`config.mk`:
```
export PLATFORM = sky130hd
export DESIGN_NAME = regfile_write_queue
export DESIGN_NICKNAME = d
export VERILOG_FILES = /design/src/rtl/regfile_write_queue.sv
export SDC_FILE = /design/constraint.sdc
export NUM_CORES = 1
export LEC_CHECK = 0
export ABC_AREA = 1
export CORE_UTILIZATION = 57
export CTS_CLUSTER_DIAMETER = 40
export CTS_CLUSTER_SIZE = 14
export DETAILED_ROUTE_END_ITERATION = 8
export DONT_BUFFER_PORTS = 1
export PLACE_DENSITY = 0.84
export SLEW_MARGIN = 5
export SYNTH_ARGS = -nofsm -noshare
export SYNTH_HDL_FRONTEND = slang
export SYNTH_SLANG_ARGS = --single-unit
```
`constraint.sdc`:
```
create_clock -name Clk -period 3.9 [get_ports Clk]
set_input_delay 0.195 -clock Clk [delete_from_list [all_inputs] [get_ports Clk]]
set_output_delay 0.195 -clock Clk [all_outputs]
set_load 0.01 [all_outputs]
```
`src/rtl/regfile_write_queue.sv`:
```
// Four-entry FIFO of register-file writes, drained one per cycle into registered RW/BusW/RegWr.
// Optional macro RF_ZERO_REG_DROP_EN: requests to register 31 are accepted but not enqueued.
module regfile_write_queue (
  input  logic        Clk,
  input  logic        Rst_n,
  input  logic        InValid,
  output logic        InReady,
  input  logic [4:0]  InReg,
  input  logic [63:0] InData,
  input  logic        Stall,
  input  logic        Flush,
  output logic [4:0]  RW,
  output logic [63:0] BusW,
  output logic        RegWr,
  output logic [2:0]  Count
);

  typedef enum logic [1:0] {StIdle, StDrain, StHold} state_e;

  state_e      state_q, state_d;
  logic [1:0]  wptr_q, wptr_d;
  logic [1:0]  rptr_q, rptr_d;
  logic [2:0]  count_q, count_d;
  logic [4:0]  rw_q, rw_d;
  logic [63:0] busw_q, busw_d;
  logic        regwr_q, regwr_d;

  logic [4:0]  reg_mem_q  [4];
  logic [63:0] data_mem_q [4];

  logic push, enq, pop;

  assign InReady = (count_q < 3'd4);
  assign push    = InValid && InReady && !Flush;
`ifdef RF_ZERO_REG_DROP_EN
  assign enq     = push && (InReg != 5'd31);
`else
  assign enq     = push;
`endif
  assign pop     = (count_q != 3'd0) && !Stall && !Flush;

  always_comb begin
    wptr_d  = wptr_q;
    rptr_d  = rptr_q;
    count_d = count_q;
    rw_d    = rw_q;
    busw_d  = busw_q;
    regwr_d = pop;
    state_d = state_q;
    if (Flush) begin
      // Realign pointers so the empty queue keeps rptr == wptr.
      wptr_d  = 2'd0;
      rptr_d  = 2'd0;
      count_d = 3'd0;
    end else begin
      if (enq) wptr_d = wptr_q + 2'd1;
      if (pop) begin
        rptr_d = rptr_q + 2'd1;
        rw_d   = reg_mem_q[rptr_q];
        busw_d = data_mem_q[rptr_q];
      end
      count_d = count_q + {2'b00, enq} - {2'b00, pop};
    end
    if (count_d == 3'd0) begin
      state_d = StIdle;
    end else if (Stall) begin
      state_d = StHold;
    end else begin
      state_d = StDrain;
    end
  end

  always_ff @(posedge Clk or negedge Rst_n) begin
    if (!Rst_n) begin
      state_q <= StIdle;
      wptr_q  <= 2'd0;
      rptr_q  <= 2'd0;
      count_q <= 3'd0;
      rw_q    <= 5'd0;
      busw_q  <= 64'd0;
      regwr_q <= 1'b0;
    end else begin
      state_q <= state_d;
      wptr_q  <= wptr_d;
      rptr_q  <= rptr_d;
      count_q <= count_d;
      rw_q    <= rw_d;
      busw_q  <= busw_d;
      regwr_q <= regwr_d;
    end
  end

  always_ff @(posedge Clk) begin
    if (enq) begin
      reg_mem_q[wptr_q]  <= InReg;
      data_mem_q[wptr_q] <= InData;
    end
  end

  // The state encoding must always agree with the occupancy count.
  state_matches_count_a: assert property (@(posedge Clk) disable iff (!Rst_n)
    (state_q == StIdle) == (count_q == 3'd0));

  assign RW    = rw_q;
  assign BusW  = busw_q;
  assign RegWr = regwr_q;
  assign Count = count_q;

endmodule

```
# Word-level counts from Yosys, hierarchy flattened
# Memory sizes are Yosys's and may differ from the RTL's. A register that Yosys moved wholly into a read port is not among the register bits.
# Index checks and enable logic that the tools add are counted.
word_totals:
  ff_bits: 8
  mem_bits_rw: 276
  out_inout_bits: 74
  n_memories: 2
op_classes:
  addsub: 4
  magnitude_cmp: 1
  mux: 7
  bitwise: 1
  n_reduce_logical: 12
mem_list:
  columns: ["name", "depth", "word_bits", "rd", "rd_ports_with_merged_regs", "wr", "line", "text"]
  rows:
  - ["data_mem_q", 4, 64, 1, 1, 1, "29", "logic [63:0] data_mem_q [4];"]
  - ["reg_mem_q", 4, 5, 1, 1, 1, "28", "logic [4:0] reg_mem_q [4];"]
op_table:
  columns: ["operator", "count"]
  rows:
  - ["2-to-1 mux 2 bit", 4]
  - ["adder 2 x 1 -> 2 bit (second input constant)", 2]
  - ["logical AND 1 bit", 4]
  - ["zero test 1 bit", 4]
  - ["nonzero test 2 bit", 2]
  - ["adder 3 x 1 -> 3 bit", 1]
  - ["< comparator 3 bit (second input constant)", 1]
  - ["2-to-1 mux 3 bit", 1]
  - ["nonzero test 3 bit", 1]
  - ["subtractor 3 x 1 -> 3 bit", 1]
  - ["2-to-1 mux 1 bit", 2]
  - ["AND reduction 2 bit", 1]
  - ["inverter 1 bit", 1]

# Longest topological paths before layout
# Gate-level depths: netlist (run 1).
depth:
  word_depth: 6
  mapped_depth: 13

# Worst setup path after synthesis (run 1)
# No wires, ideal clock.
synth_timing:
  kind: "reg-to-reg"
  from: "reg count_q[2], in the netlist Count[2]"
  to: "mem data_mem_q[0][0], enable pin"
  t_arrival_ps: 3640
  slack_ps: -237
  path_stages_with_launch: 4
  n_path_buf: 0
  synth_period_minus_slack_ps: 4137
  cell_sequence: "dfrtp_1 > inv_2 > nand3_1 > nor2_1"
synth_via:
  elab_chain_cells: 5
synth_lines:
  columns: ["item", "line", "text"]
  rows:
  - ["start: declaration", "23", "logic [2:0] count_q, count_d;"]
  - ["start signal: assignment", "86", "count_q <= count_d;"]
  - ["< comparator 3 bit", "33", "assign InReady = (count_q < 3'd4);"]
  - ["net InReady", "7", "output logic InReady,"]
  - ["logical AND 1 bit (2 in series)", "34", "assign push = InValid && InReady && !Flush;"]
  - ["2-to-1 mux 1 bit", "94", "if (enq) begin"]
  - ["2-to-1 mux 1 bit (not written as such)", "96", "data_mem_q[wptr_q] <= InData;"]
  - ["end: declaration", "29", null]
# The timed path passes the listed nets, and every way through them passes these cells.

==> impl_metrics.env, run 1 <==
export IMPL_outcome="completed"
export IMPL_gr_total_overflow=0
export IMPL_leakagePower_nw=7.84
export IMPL_fmax_mhz=416
export IMPL_critPathMaxStageDelay_ps=880
export IMPL_drive_gt1_share_pct=5.89
export IMPL_netlist_area_leader_share_pct=56.4
export IMPL_fin_skew_ps=17.2
export IMPL_yosys_top_cells_count="nand2_1 (557), inv_1 (288), edfxtp_1 (276)"
export IMPL_first_pass_iters=5
export IMPL_setup_worst_path_start_class="register"
export IMPL_post_cts_setup_buffers=0
export IMPL_irDropWorstVdd_mv=0.383
export IMPL_crit_type="register to register"
export IMPL_cts_buffers=41
export IMPL_relSlewSlack_pct=19.8
export IMPL_setup_viol=0
export IMPL_drc_errors=0
export IMPL_cts_path_max_buffers=3
export IMPL_wl_um=31300
export IMPL_end_kind="register"
export IMPL_synth_edf_count=276
export IMPL_synthFlopType="edfxtp_1"
export IMPL_whs_ps=28.1
export IMPL_ys_ff_latch=353
export IMPL_syn2layout_area_growth_pct=15.3
export IMPL_insertion_delay_ps=530
export IMPL_first_global_vias=9909
export IMPL_yosys_cell_count_top_type="nand2_1"
export IMPL_grtUsageTotal_pct=24.8
export IMPL_utilization_pct=67.1
export IMPL_dp_hpwl_um=16800
export IMPL_cts_resized=0
export IMPL_period_share_pct=61.7
export IMPL_routed_via_density=5.19
export IMPL_synth_nets=1509
export IMPL_syn_inst=1428
export IMPL_syn_area_per_cell_um2=10.3
export IMPL_ctsHtreeMaxLevel=2
export IMPL_async_reset_ff_share_pct=21.8
export IMPL_critPathMostFrequentCell="nand2_1"
export IMPL_maxCapViolCount=0
export IMPL_synth_top_cell_by_area="edfxtp_1"
export IMPL_cts_root_buf="clkbuf_16"
export IMPL_cp_cell_sequence="buf_4 > nand2_1 > nand3_1 > nand2_1 > nand2_1 > nand2_1"
export IMPL_grt_first_pass_wirelength_um=50400
export IMPL_nets=1578
export IMPL_drtIter0Drc=791
export IMPL_place_inst=1711
export IMPL_num_rows=58
export IMPL_gp_congestion=0.754
export IMPL_wl_per_cell_um=16.9
export IMPL_design_portCount=148
export IMPL_initial_core_util_pct=58.2
export IMPL_drv_slew=0
export IMPL_die_area_mm2=0.0264
export IMPL_postRouteAntennaNets=0
export IMPL_yosysWarnings=0
export IMPL_core_area_mm2=0.0253
export IMPL_ys_seq_area_share_pct=69.5
export IMPL_fin_crit_ps=2410
export IMPL_crit_slowest_cell="dfrtp_4"
export IMPL_dieHeight_um=163
export IMPL_power_total_mw=10.7
export IMPL_synthTopCellsByArea="edfxtp_1 (56%), nand2_1 (14%), dfrtp_1 (13%)"
export IMPL_cts_clk_slew_worst_paths_ps=60
export IMPL_crit_arrival_ps=2800
export IMPL_rsz0062_at_grt="no"
export IMPL_worst_pin_slew_ps=1200
export IMPL_num_vias=9642
export IMPL_power_density_mw_per_mm2=631
export IMPL_path_max_fanout=82
export IMPL_hp_class="input port to register"
export IMPL_netlist_area_mm2=0.0147
export IMPL_cp_required_ps=4300
export IMPL_antenna_found_initial=2
export IMPL_ys_types=18
export IMPL_grt_max_degree=83
export IMPL_report_final_hold_viol_count=0
export IMPL_cts_tree="yes"
export IMPL_cts_sinks=353
export IMPL_fin_cells=1858
export IMPL_io_buffer_count=0
export IMPL_floorplan_die_width_um=163
power by group:
group | internal [mW] | switching [mW] | total [mW]
clock network | 2.13 | 1.52 | 3.65
registers | 4.58 | 0.575 | 5.15
logic | 0.599 | 1.29 | 1.89
total | 7.30 | 3.38 | 10.7
stage by stage:
stage               setup WS (ps)  setup TNS [ps]  cell area [um^2]
floorplan                    -237          -65480             14700
global placement             1620               0             14900
detailed placement           1540               0             14900
CTS                          1530               0             16900
global route                 1360               0             16900
finish                       1490               0             16900
critical path, delay by kind of cell (launching register included):
kind	cells	cell delay, ps
buf+inv	1	820
flops	1	880
simple gates	5	500
final timing paths:
path	end	slack (ps)	from	cells after the start
worst min-delay path	rptr_q[1]	30	Stall	4
max in group asynchronous	rptr_q[1]	3210	Rst_n	2
worst max-delay path	BusW[35]	1490	rptr_q[0]	6
worst max register to register	BusW[35]	1490	rptr_q[0]	6
min in group asynchronous	BusW[48]	300	Rst_n	2
worst min register to register	BusW[23]	550	BusW[23]	2
cells in the final DEF, fill, tap and decap left out, types with 2 or more instances in the layout:
cell | netlist | final
nand2_1 | 557 | 557
inv_1 | 288 | 288
edfxtp_1 | 276 | 276
nand3_1 | 143 | 143
dfrtp_1 | 77 | 75
dlygate4sd3_1 | 0 | 72
clkbuf_16 | 0 | 41
buf_4 | 14 | 10
clkinv_2 | 0 | 7
ha_1 | 6 | 6
clkbuf_1 | 5 | 6
nor2_1 | 9 | 5
inv_6 | 0 | 5
nor2_4 | 0 | 4
o21ai_0 | 4 | 4
inv_2 | 4 | 3
clkinvlp_4 | 0 | 3
buf_12 | 0 | 3
clkinv_1 | 0 | 2
clkinv_8 | 0 | 2
inv_8 | 0 | 2
bufinv_16 | 0 | 2
clkinv_4 | 0 | 2
dfrtp_4 | 0 | 2
state kept, by name (all words and copies together) (netlist names):
| signal | cells |
|---|---|
| data_mem_q | 256 |
| Count | 3 |
| BusW | 64 |
| reg_mem_q | 20 |
| RW | 5 |
| rptr_q | 2 |
| wptr_q | 2 |
| RegWr | 1 |
logic make-up after synthesis:
group,count (synthesis),synth area share [%]
xor+xnor,2,0.119
fa+ha+maj,7,0.647
simple gates,710,19.4
compound gates,4,0.136
flops,353,69.5
buf+inv,352,10.2
area by class of cell:
cell class	instances	area [um^2]
clock inverters	25	241
clock buffers	48	1060
diodes	1	2.50
well taps	330	413
inverters	292	1100
fillers	1775	8310
flip-flops and latches	353	10200
multi-input cells	723	3020
repair buffers	86	883
layer usage:
metal,GRT usage [%],vias to the layer above,wire length (um)
met3,6.01,60,2400
met1,30.8,4649,12600
met2,42.2,363,15600
met5,0,-,13
li1,-,4568,-
met4,8.88,2,690
timing repair:
item                                   in CTS  in global routing
endpoints found under the hold margin     359                  0
hold buffers                               73                  0
setup endpoints to repair                   0                  0
No activity file was read; power rests on OpenSTA's default activity.
==> run 2: changes to the inputs <==
==> constraint.sdc (replaced) <==
create_clock -name Clk -period 2.16 [get_ports Clk]
set_input_delay 0.108 -clock Clk [delete_from_list [all_inputs] [get_ports Clk]]
set_output_delay 0.108 -clock Clk [all_outputs]
set_load 0.01 [all_outputs]
==> impl_metrics.env, run 2 (synthesized netlist as in run 1, its figures left out) <==
export IMPL_power_density_mw_per_mm2=1180
export IMPL_first_pass_iters=5
export IMPL_syn2layout_area_growth_pct=18.0
export IMPL_wl_per_cell_um=17.1
export IMPL_final_cell_mix="nand2_1 (556), inv_1 (288), edfxtp_1 (276), nand3_1 (142)"
export IMPL_post_cts_setup_buffers=0
export IMPL_irDropWorstVdd_mv=1.20
export IMPL_reg2reg_slack_ps=140
export IMPL_crit_type="register to register"
export IMPL_ctsHtreeMaxLevel=2
export IMPL_seq_area_mm2=0.0102
export IMPL_report_final_hold_viol_count=0
export IMPL_nets=1591
export IMPL_fin_crit_ps=2020
export IMPL_cts_path_max_buffers=3
export IMPL_fin_cells=1875
export IMPL_hp_class="input port to async pin"
export IMPL_place_inst=1721
export IMPL_gp_congestion=0.729
export IMPL_crit_arrival_ps=2410
export IMPL_cp_required_ps=2550
export IMPL_cts_root_buf="clkbuf_16"
export IMPL_nFillCells=1647
export IMPL_setup_worst_path_start_class="register"
export IMPL_design_area_mm2=0.0173
export IMPL_gr_total_overflow=0
export IMPL_cts_tree="yes"
export IMPL_leakagePower_nw=8.02
export IMPL_worst_pin_slew_ps=873
export IMPL_num_rows=58
export IMPL_setup_viol=0
export IMPL_setup_ws_ps=144
export IMPL_num_vias=9673
export IMPL_whs_ps=187
export IMPL_die_area_mm2=0.0264
export IMPL_period_share_pct=93.3
export IMPL_grt_first_pass_wirelength_um=49900
export IMPL_largest_reg_flops=256
export IMPL_io_buffer_count=0
export IMPL_path_max_fanout=4
export IMPL_outcome="completed"
export IMPL_first_global_vias=10120
export IMPL_wl_um=32000
export IMPL_largest_register="data_mem_q"
export IMPL_multi_input_area_mm2=0.00304
export IMPL_core_area_mm2=0.0253
export IMPL_design_portCount=148
export IMPL_dp_slack_ps=159
export IMPL_insertion_delay_ps=520
export IMPL_end_kind="register"
export IMPL_grtUsageTotal_pct=24.5
export IMPL_drv_slew=0
export IMPL_place_area_mm2=0.0150
export IMPL_mostFrequentLayoutCell="nand2_1"
export IMPL_drc_errors=0
export IMPL_maxCapViolCount=0
export IMPL_cts_sinks=353
export IMPL_routed_via_density=5.16
export IMPL_rsz0062_at_grt="no"
export IMPL_drtIter0Drc=680
export IMPL_drive_gt1_share_pct=7.38
export IMPL_fin_skew_ps=14.8
export IMPL_fmax_mhz=496
export IMPL_initial_core_util_pct=58.2
export IMPL_dieHeight_um=163
export IMPL_cts_buffers=43
export IMPL_dp_hpwl_um=16000
export IMPL_grt_max_degree=142
export IMPL_antenna_found_initial=1
export IMPL_cts_clk_slew_worst_paths_ps=60
export IMPL_postRouteAntennaNets=0
export IMPL_floorplan_die_width_um=163
export IMPL_relSlewSlack_pct=41.8
run 2: routing by layer:
metal	global-route usage [%]	share of wire (%)	wire [um]
met5	0	0	0
met4	11.6	2.9	931
met2	45.3	54	17100
met3	3.87	6.1	1940
met1	27.6	37	12000
run 2: path summary, 6_finish.rpt:
check / end / from / cells after the start
hold reg to reg: BusW[57] / BusW[57] / 2
max in group asynchronous: rptr_q[1] / Rst_n / 2
setup reg to reg: Count[1] / Count[2] / 10
min in group Clk: data_mem_q[0][55] / InData[55] / 1
setup / recovery: Count[1] / Count[2] / 10
hold / removal: BusW[13] / Rst_n / 2
run 2: critical path, stage by stage (launching register included):
cell and delay [ps]:
dfrtp_2 460, inv_4 120, nand2_2 90, nand3_4 70, inv_2 40, ha_1 280, inv_1 60, ha_1 140
inv_1 60, fa_2 520, nor2_1 50
run 2: layout make-up:
cell class | count | share of cell area (%)
clock inverter | 28 | 2.00
timing repair buffer | 97 | 6.02
clock buffer | 51 | 6.74
tap | 330 | 2.38
sequential | 353 | 59.0
inverter | 292 | 6.35
antenna | 1 | 0.0144
multi-input combinational | 723 | 17.5
run 2: what timing repair did:
action	in CTS	in global routing
hold endpoints to repair	360	0
hold buffers	74	0
setup endpoints to repair	0	2
gates resized for setup	0	6
run 2: through the flow:
| step | TNS (ps) | power [mW] | utilization (%) |
|---|---|---|---|
| final | 0 | 20.4 | 68.7 |
| after global routing | 0 | 21.3 | 68.7 |
| after CTS | 0 | 20.3 | 68.6 |
| after detailed placement | 0 | 12.7 | 59.6 |
| after global placement | 0 | 12.5 | 59.6 |
| after floorplan | -7910 | 11.9 | - |
run 2: power by group:
group / switching, mW / internal (mW) / total (mW)
combinational: 2.58 / 1.19 / 3.77
sequential: 0.886 / 8.27 / 9.16
clock: 2.91 / 4.58 / 7.49
total: 6.37 / 14.0 / 20.4
==> run 3: changes to the inputs <==
--- a/config.mk
+++ b/config.mk
@@ -6,6 +6,7 @@
 export NUM_CORES = 1
 export LEC_CHECK = 0
 export ABC_AREA = 1
+export CAP_MARGIN = 10
 export CORE_UTILIZATION = 57
 export CTS_CLUSTER_DIAMETER = 40
 export CTS_CLUSTER_SIZE = 14
==> constraint.sdc (replaced) <==
create_clock -name Clk -period 2.16 [get_ports Clk]
set_input_delay 0.108 -clock Clk [delete_from_list [all_inputs] [get_ports Clk]]
set_output_delay 0.108 -clock Clk [all_outputs]
set_load 0.05 [all_outputs]
==> impl_metrics.env, run 3 (synthesized netlist as in run 1, its figures left out) <==
export IMPL_outcome="completed"
export IMPL_worstReg2RegStart="Count[2]"
export IMPL_syn2layout_area_growth_pct=17.3
export IMPL_power_density_mw_per_mm2=1260
export IMPL_utilization_pct=68.2
export IMPL_place_inst=1721
export IMPL_floorplan_die_width_um=163
export IMPL_largest_reg_flops=256
export IMPL_combPwrFrac_pct=18.2
export IMPL_num_rows=58
export IMPL_wl_per_cell_um=16.5
export IMPL_nets=1586
export IMPL_fin_cells=1869
export IMPL_hp_class="input port to async pin"
export IMPL_cts_buffers=38
export IMPL_io_buffer_count=0
export IMPL_first_pass_iters=5
export IMPL_nFillCells=1709
export IMPL_drive_gt1_share_pct=6.78
export IMPL_end_kind="register"
export IMPL_wl_um=30900
export IMPL_dieHeight_um=163
export IMPL_report_final_hold_viol_count=0
export IMPL_gp_congestion=0.763
export IMPL_maxCapViolCount=0
export IMPL_grt_first_pass_wirelength_um=48600
export IMPL_path_max_fanout=4
export IMPL_insertion_delay_ps=520
export IMPL_power_share_switching_pct=37.1
export IMPL_cts_root_buf="clkbuf_16"
export IMPL_irDropWorstVdd_mv=1.04
export IMPL_first_global_vias=9749
export IMPL_fin_skew_ps=14.6
export IMPL_clkPwrFrac_pct=31.5
export IMPL_initial_core_util_pct=58.2
export IMPL_crit_arrival_ps=2360
export IMPL_cts_path_max_buffers=3
export IMPL_ctsHtreeMaxLevel=2
export IMPL_p_seq_share_pct=50.3
export IMPL_relSlewSlack_pct=47.2
export IMPL_fmax_mhz=519
export IMPL_setup_viol=0
export IMPL_p_sw_mw=8.04
export IMPL_dp_hpwl_um=16900
export IMPL_rsz0062_at_grt="no"
export IMPL_fin_crit_ps=1930
export IMPL_p_int_mw=13.6
export IMPL_die_area_mm2=0.0264
export IMPL_antenna_found_initial=4
export IMPL_largest_register="data_mem_q"
export IMPL_post_cts_setup_buffers=0
export IMPL_gr_total_overflow=0
export IMPL_cts_sinks=353
export IMPL_design_portCount=148
export IMPL_final_cell_mix="nand2_1 (556), inv_1 (288), edfxtp_1 (276), nand3_1 (142), dlygate4sd3_1 (73)"
export IMPL_drc_errors=0
export IMPL_period_share_pct=89.2
export IMPL_crit_type="register to register"
export IMPL_cts_clk_slew_worst_paths_ps=60
export IMPL_grt_max_degree=142
export IMPL_mostFrequentLayoutCell="nand2_1"
export IMPL_cts_tree="yes"
export IMPL_cts_resized=0
export IMPL_cp_required_ps=2600
export IMPL_setup_worst_path_start_class="register"
export IMPL_crit_start="Count[2]"
export IMPL_grtUsageTotal_pct=23.7
export IMPL_core_area_mm2=0.0253
export IMPL_drv_slew=0
export IMPL_drtIter0Drc=675
export IMPL_postRouteAntennaNets=0
export IMPL_routed_via_density=5.13
export IMPL_worst_pin_slew_ps=793
export IMPL_num_vias=9597
export IMPL_leakagePower_nw=7.92
[run 3: changes by cell type in the layout (fill, tap and decap cells not counted), sizes merged]
cell,previous run,this run
clkinv,8,6
diode,1,4
clkinvlp,2,6
inv,305,297
bufinv,5,7
clkbuf,51,46
[run 3: critical path, cell delays in order (launching register included)]
cell     delay, ps
dfrtp_2        440
inv_8          130
nand2_4         70
nand3_4         80
inv_4           40
ha_1           280
inv_1           60
ha_1           140
inv_1           50
fa_1           370
nand2_1         80
nand2_1         40
nor2_1          80
[run 3: power by group through the flow]
| stage | combinational, mW | clock, mW | sequential (mW) |
|---|---|---|---|
| 2_1_floorplan | 2.85 | 0 | 11.0 |
| 3_3_place_gp | 3.49 | 0 | 11.0 |
| 3_5_place_dp | 3.64 | 0 | 11.0 |
| 4_1_cts | 3.90 | 6.89 | 10.9 |
| 5_1_grt | 4.44 | 7.18 | 11.0 |
| 6_report | 3.95 | 6.82 | 10.9 |
[run 3: worst paths after layout]
path,depth (start not counted),slack (ps),endpoint
worst min-delay path,2,180,RW[3]
worst max-delay path,12,230,Count[2]
min in group Clk,2,270,Count[1]
worst min register to register,1,600,wptr_q[0]
worst max register to register,12,230,Count[2]
max in group asynchronous,2,1580,rptr_q[0]
[run 3: metal layers]
metal	up-vias	routed length, um	track usage (%)
met5	-	0	0
met1	4572	12300	29.8
li1	4576	-	-
met3	81	2010	4.43
met4	0	922	10.3
met2	368	15600	40.4
[run 3: cell type report]
type / count / area (um^2) / area share [%]
flip-flops and latches: 353 / 10200 / 59.4
multi-input cells: 723 / 3050 / 17.7
inverters: 292 / 1110 / 6.44
repair buffers: 97 / 1080 / 6.28
clock buffers: 46 / 991 / 5.75
well taps: 330 / 413 / 2.40
clock inverters: 24 / 350 / 2.03
diodes: 4 / 10.0 / 0.0581
[run 3: stage by stage]
step                hold slack, ps  instance area [um^2]  setup TNS (ps)  worst slack [ps]  total power, mW
detailed placement            -186                 15100               0               262             14.7
finish                         182                 17200               0               234             21.7
floorplan                     -188                 14800          -50010              -198             13.8
global route                   207                 17200               0               103             22.6
global placement              -186                 15100               0               281             14.5
CTS                            188                 17200               0               232             21.7
[run 3: repair_timing]
item	4_1_cts	5_1_grt
hold buffers	74	0
endpoints found under the hold margin	360	0
setup endpoints to repair	0	0
